[config.mk]
export PLATFORM = sky130hd
export DESIGN_NAME = fifo_param_peek
export DESIGN_NICKNAME = d
export VERILOG_FILES = /design/src/rtl/fifo_param_peek.sv
export SDC_FILE = /design/constraint.sdc
export NUM_CORES = 1
export LEC_CHECK = 0
export BUFFER_PORTS_ARGS = -buffer_cell sky130_fd_sc_hd__buf_4
export CORE_MARGIN = 2
export CORE_UTILIZATION = 55
export DETAILED_ROUTE_END_ITERATION = 8
export GPL_TIMING_DRIVEN = 0
export PLACE_DENSITY = 0.71
export SLEW_MARGIN = 20
export SYNTH_ARGS = -nofsm -noshare
export SYNTH_HDL_FRONTEND = slang
export SYNTH_SLANG_ARGS = --single-unit
[constraint.sdc]
create_clock -name clk -period 7.1 [get_ports clk]
set_input_delay 0.355 -clock clk [delete_from_list [all_inputs] [get_ports clk]]
set_output_delay 0.355 -clock clk [all_outputs]
set_load 0.01 [all_outputs]
[src/rtl/fifo_param_peek.sv]
// fifo_param_peek: parametrised packet FIFO with head peek, registered or FWFT read, zero-payload drop and sticky error flags
// Ports:
//   clk, rst_n       clock and synchronous active-low reset
//   buf_in, wr_en    write data and write request
//   rd_en            read/pop request
//   clr_err          clears overflow/underflow
//   buf_out          read data (registered or fall-through)
//   nextPacket       head entry, 0 when empty
//   buf_empty, buf_full, almost_full, fifo_counter   occupancy status
//   overflow, underflow, drop_pulse                  error and drop indications
module fifo_param_peek #(
    parameter int DataWidth        = 67,
    parameter int PayloadLen       = 32,
    parameter int fifo_lg_size     = 4,
    parameter int ReadMode         = 0,
    parameter int AlmostFullMargin = 2,
    parameter int DropZeroPayload  = 1
) (
    input  logic                  clk,
    input  logic                  rst_n,
    input  logic [DataWidth-1:0]  buf_in,
    input  logic                  wr_en,
    input  logic                  rd_en,
    input  logic                  clr_err,
    output logic [DataWidth-1:0]  buf_out,
    output logic [DataWidth-1:0]  nextPacket,
    output logic                  buf_empty,
    output logic                  buf_full,
    output logic                  almost_full,
    output logic [fifo_lg_size:0] fifo_counter,
    output logic                  overflow,
    output logic                  underflow,
    output logic                  drop_pulse
);
    localparam int FifoSize = 1 << fifo_lg_size;
    localparam logic [fifo_lg_size:0] CntFull = (fifo_lg_size + 1)'(FifoSize);
    localparam logic [fifo_lg_size:0] CntAf = (fifo_lg_size + 1)'(FifoSize - AlmostFullMargin);
    localparam logic [fifo_lg_size:0] CntOne = (fifo_lg_size + 1)'(1);
    localparam logic [fifo_lg_size-1:0] PtrOne = fifo_lg_size'(1);
    logic [DataWidth-1:0] mem [FifoSize];
    logic [fifo_lg_size-1:0] rd_ptr;
    logic [fifo_lg_size-1:0] wr_ptr;
    logic [DataWidth-1:0] out_reg;
    logic drop;
    logic rd_ok;
    logic wr_ok;
    always_comb begin
        buf_empty = fifo_counter == '0;
        buf_full = fifo_counter == CntFull;
        almost_full = fifo_counter >= CntAf;
        drop = DropZeroPayload != 0 && wr_en && buf_in[PayloadLen-1:0] == '0;
        rd_ok = rd_en && !buf_empty;
        // a full FIFO still takes a write when the same cycle frees a slot
        wr_ok = wr_en && !drop && (!buf_full || rd_ok);
        nextPacket = buf_empty ? '0 : mem[rd_ptr];
        buf_out = ReadMode != 0 ? nextPacket : out_reg;
    end
    always_ff @(posedge clk) begin
        if (rst_n && wr_ok) mem[wr_ptr] <= buf_in;
    end
    always_ff @(posedge clk) begin
        if (!rst_n) begin
            rd_ptr <= '0;
            wr_ptr <= '0;
            fifo_counter <= '0;
            out_reg <= '0;
            overflow <= 1'b0;
            underflow <= 1'b0;
            drop_pulse <= 1'b0;
        end else begin
            if (wr_ok) wr_ptr <= wr_ptr + PtrOne;
            if (rd_ok) rd_ptr <= rd_ptr + PtrOne;
            if (rd_ok) out_reg <= mem[rd_ptr];
            fifo_counter <= wr_ok && !rd_ok ? fifo_counter + CntOne :
                            rd_ok && !wr_ok ? fifo_counter - CntOne : fifo_counter;
            // set has priority over clear
            overflow <= (wr_en && !drop && buf_full && !rd_ok) ? 1'b1 : clr_err ? 1'b0 : overflow;
            underflow <= (rd_en && buf_empty) ? 1'b1 : clr_err ? 1'b0 : underflow;
            drop_pulse <= drop;
        end
    end
endmodule

**Word level (Yosys, flattened, before mapping)**

Memory sizes are Yosys's and may differ from the RTL's. A register that Yosys moved wholly into a read port is not among the register bits.
Index checks and enable logic that the tools add are counted.

- Register bits after elaboration: 83
- RAM bits: 1072
- Output and inout port bits: 145
- Logic and storage cells: 45
- Memories: 1

- Add/subtract/negate cells: 4
- Magnitude comparators: 1
- Equal/unequal tests: 1
- Multiplexer cells: 10
- Reductions and logical operators: 21

Memories:

| name | words | bits a word | rd ports | clocked after memory_dff | write ports | line | RTL |
|---|---|---|---|---|---|---|---|
| mem | 16 | 67 | 1 | 1 | 1 | 40 | `logic [DataWidth-1:0] mem [FifoSize];` |

Operator list:

| operator | count |
|---|---|
| $mux W67 | 1 |
| $logic_not A32 Y1 | 1 |
| $logic_and A1 B1 Y1 | 10 |
| $mux W5 | 2 |
| $add A4 B1 Y4 const B | 2 |
| $mux W4 | 2 |
| $reduce_bool A2 Y1 | 3 |
| $add A5 B1 Y5 const B | 1 |
| $eq A5 B5 Y1 const B | 1 |
| $ge A5 B4 Y1 const B | 1 |
| $logic_not A1 Y1 | 5 |
| $logic_not A5 Y1 | 1 |
| $mux W1 | 5 |
| $sub A5 B1 Y5 const B | 1 |
| $logic_or A1 B1 Y1 | 1 |

**Logic depth before layout (Yosys ltp)**

- Depth after elaboration: 9
- Gate-level depth with buffers: 12
- Depth with buffers taken out: 11

**Worst setup path before layout**

No wires, ideal clock.

- Path kind: flip-flop to flip-flop
- Start point: reg fifo_counter[1]
- End point: mem mem[15][0] (enable)
- Setup time: 0.574 ns
- Arrival: 5.631 ns
- Path slack: 0.895 ns
- Cell stages (with the launch flop): 6
- Path buffers: 0
- Path through: dfxtp_1 -> nor4_4 -> nand2_1 -> o221a_2 -> nand2_1 -> nor3_1

- Cells in the longest elaborated chain, start to end: 8
- Elaborated cells between the ends (all ways): 10
- Classes of those cells: 1 x eq/ne; 2 x mux; 7 x reduce/logical

RTL lines:

| what | line | RTL |
|---|---|---|
| start: declaration | 30 | `output logic [fifo_lg_size:0] fifo_counter,` |
| start signal: assignment | 74 | `fifo_counter <= wr_ok && !rd_ok ? fifo_counter + CntOne :` |
| $logic_not A5 Y1 | 48 | `buf_empty = fifo_counter == '0;` |
| $logic_not A1 Y1 | 52 | `rd_ok = rd_en && !buf_empty;` |
| $logic_and A1 B1 Y1 | 52 |  |
| $logic_or A1 B1 Y1 (*) | 54 | `wr_ok = wr_en && !drop && (!buf_full \|\| rd_ok);` |
| $logic_and A1 B1 Y1 (*) | 54 |  |
| $logic_and A1 B1 Y1 (*) | 59 | `if (rst_n && wr_ok) mem[wr_ptr] <= buf_in;` |
| $mux W1 (*) | 59 |  |
| $mux W1 (not written as such) (*) | 59 |  |
| end: declaration | 40 |  |

Every way passes the cells marked *; elsewhere a longest branch is shown, timed or not.

==> impl_metrics.toml <==
[setup_path]
timing.rr.end = "fifo_counter[4]"
crit_path_end_kind = "output pin"
required_ns = 6.74
crit_type = "flip-flop to output pin"
r2r_slack_ns = 3.70
cp_data_arrival_time_ns = 3.79
startpoint_type = "flip-flop"
rr_worst_depth = 11
path_max_fanout = 10
r2r_start = "fifo_counter[0]"

[route]
drt-total-wl_um = 113000
firstDrtPassIters = 5
viasPerCell = 6.22
drt_iter0_drc = 2841
antenna_left = 0
via_count = 24800
remaining_drc_errors = 0
wl_per_cell_um = 28.3

[power_and_ir_drop]
total_power_mw = 18.7
ir_drop_mv = 0.249
p_leak_nw = 17.9
power.density_nw_per_um2 = 352

[finish]
fin_area_sq_um = 53200
final-instance-count-excl-fill = 3986
nNetsFinal = 2906
post_route_cells_drive_above_1_share_pct = 23.2
layout_commonest_cell = "edfxtp_1"
fin_util_pct = 65.9
multi_input_area_sq_um = 10200
seq_area_sq_um = 33900
fill_cells = 5270
layout_common_cells = "edfxtp_1, mux2i_1, buf_4, a21oi_1"
areaGrowthSynthToFinish_pct = 18.4

[clock_tree]
htreeDepth = 3
cts_num_sinks = 1159
cts_root_buf = "clkbuf_16"
cts_max_path_buffers = 3
clk_latency_ns = 0.68
post_cts_buffers = 0
cts_buffers = 112
clk_pin_slew_ns = 0.06
cts_tree = "yes"

[synth]
synth_area_per_cell_sq_um = 19.0
ys_seq_area_share_pct = 75.4
syn_inst = 2369
syn_nets = 2451
ys_seq_elements = 1159
syn_area_sq_um = 45000
synth_cell_type_count = 41
synth_warnings = 0

[global_routing]
grt_pass1_wl_um = 164000
grt_pass1_vias = 25300
grt.overflow.total = 0
grt_max_degree = 43
grt_use_total_pct = 26.5
antenna_found_initial = 1

[floorplan]
io_pins = 217
num_rows = 104
fp.dieH_um = 290
dieArea_sq_um = 84100
core_sq_um = 80800
die_w_um = 290
start_util_pct = 55.7

[hold_path]
min_path_type = "input pin to flip-flop"
worstHoldStart = "buf_in[31]"
hold_depth = 1
min_to = "mem[2][31]"

[timing]
layout_setup_ws_ns = 2.95
period_share_pct = 58.4
skew_ns = 0.0164
fmax_ghz = 0.241
maxSlewViolCount = 0
fin_crit_ns = 4.15
rsz0062_at_grt = "no"
hold_viol = 0
tns_ns = 0
slew_headroom_pct = 26.9
worst_pin_slew_ns = 1.10
setup_viol = 0
hold_ws_ns = 0.0328

[placed_design]
placedCellCount = 3703
post-dp-hpwl_um = 72600
placed_cell_area_sq_um = 48700
gp_congestion = 0.794
portBuffers = 216
pre_cts_slack_ns = 3.01

[outcome]
status = "finished, final reports clean"

[run]
maxCapViolCount = 0
[how the worst max path moves through the flow]
stage,end
after floorplan,mem[15][0]
after global placement,mem[11][36]
after detailed placement,fifo_counter[4]
after CTS,nextPacket[66]
after global routing,nextPacket[66]
final,nextPacket[66]
[Yosys cell counts (all sizes together)]
library cell     n  area share [%]
edfxtp        1072              72
a21oi          137             1.5
nand2           18            0.16
nor2             7           0.064
buf             91             1.4
a21o            69             1.2
and2            11            0.15
nand3            2           0.022
o22ai          134             1.9
xnor2            5           0.097
nand3b           1           0.017
mux2i          339             7.5
clkbuf          60            0.50
o221a            1           0.025
a21boi           2           0.042
and3            12            0.17
nand4            4           0.056
nor2b           69            0.96
fa               1           0.045
nor4             9            0.16
nor3             5           0.056
nand2b           2           0.028
or4              1           0.017
ha               9            0.25
xor2             2           0.039
o32ai           68             1.3
o21ai            5           0.056
dfxtp           87             3.9
inv             12            0.10
mux4           134             6.7
[where the power goes]
group | internal [mW] | switching [mW] | leakage (nW)
clock | 3.60 | 2.50 | 1.88
combinational | 2.20 | 2.62 | 5.62
sequential | 7.68 | 0.122 | 10.4
total | 13.5 | 5.24 | 17.9
[flip-flops by register name, indices dropped and copies added (netlist names), named ones only]
signal and flops:
mem 1072, buf_out 67, fifo_counter 5, rd_ptr 4, wr_ptr 4, drop_pulse 1
overflow 1, underflow 1
[cell type report]
class | instances | area share [%]
Clock inverter | 57 | 1.21
Inverter | 12 | 0.0846
Multi-Input combinational cell | 1047 | 19.2
Timing Repair Buffer | 341 | 5.65
Buffer | 151 | 1.64
Clock buffer | 156 | 5.97
Sequential cell | 1159 | 63.7
Tap cell | 1060 | 2.49
Antenna cell | 3 | 0.0141
[worst max-delay path, stage by stage (launching register included)]
cell      delay, ns
dfxtp_1        0.30
buf_4          0.19
nand2_2        0.32
buf_2          0.48
clkbuf_1       0.80
o22ai_1        0.15
a21oi_1        0.43
mux2i_1        0.13
nor2b_1        0.16
buf_4          0.15
[cell families after synthesis]
group	share of synthesized area, %
AOI/OAI and AO/OA	5.99
xor gates and xnor gates	0.136
adders and majority gates	0.295
buffers and inverters	2.03
DFF	75.4
muxes	14.3
and+or+nand+nor	1.85
[layer usage]
metal	routed length (um)	share of wire (%)	GRT usage [%]
met5	13	0.012	0
met2	55200	49	43.6
met4	3670	3.3	9.79
met1	43700	39	35.3
met3	10000	8.9	5.65
[timing repair]
item / CTS / global route
resized for setup: 0 / 0
hold buffers: 67 / 0
endpoints found under the setup margin: 0 / 0
endpoints found under the hold margin: 990 / 0
Power figures use the tool's default switching activity.
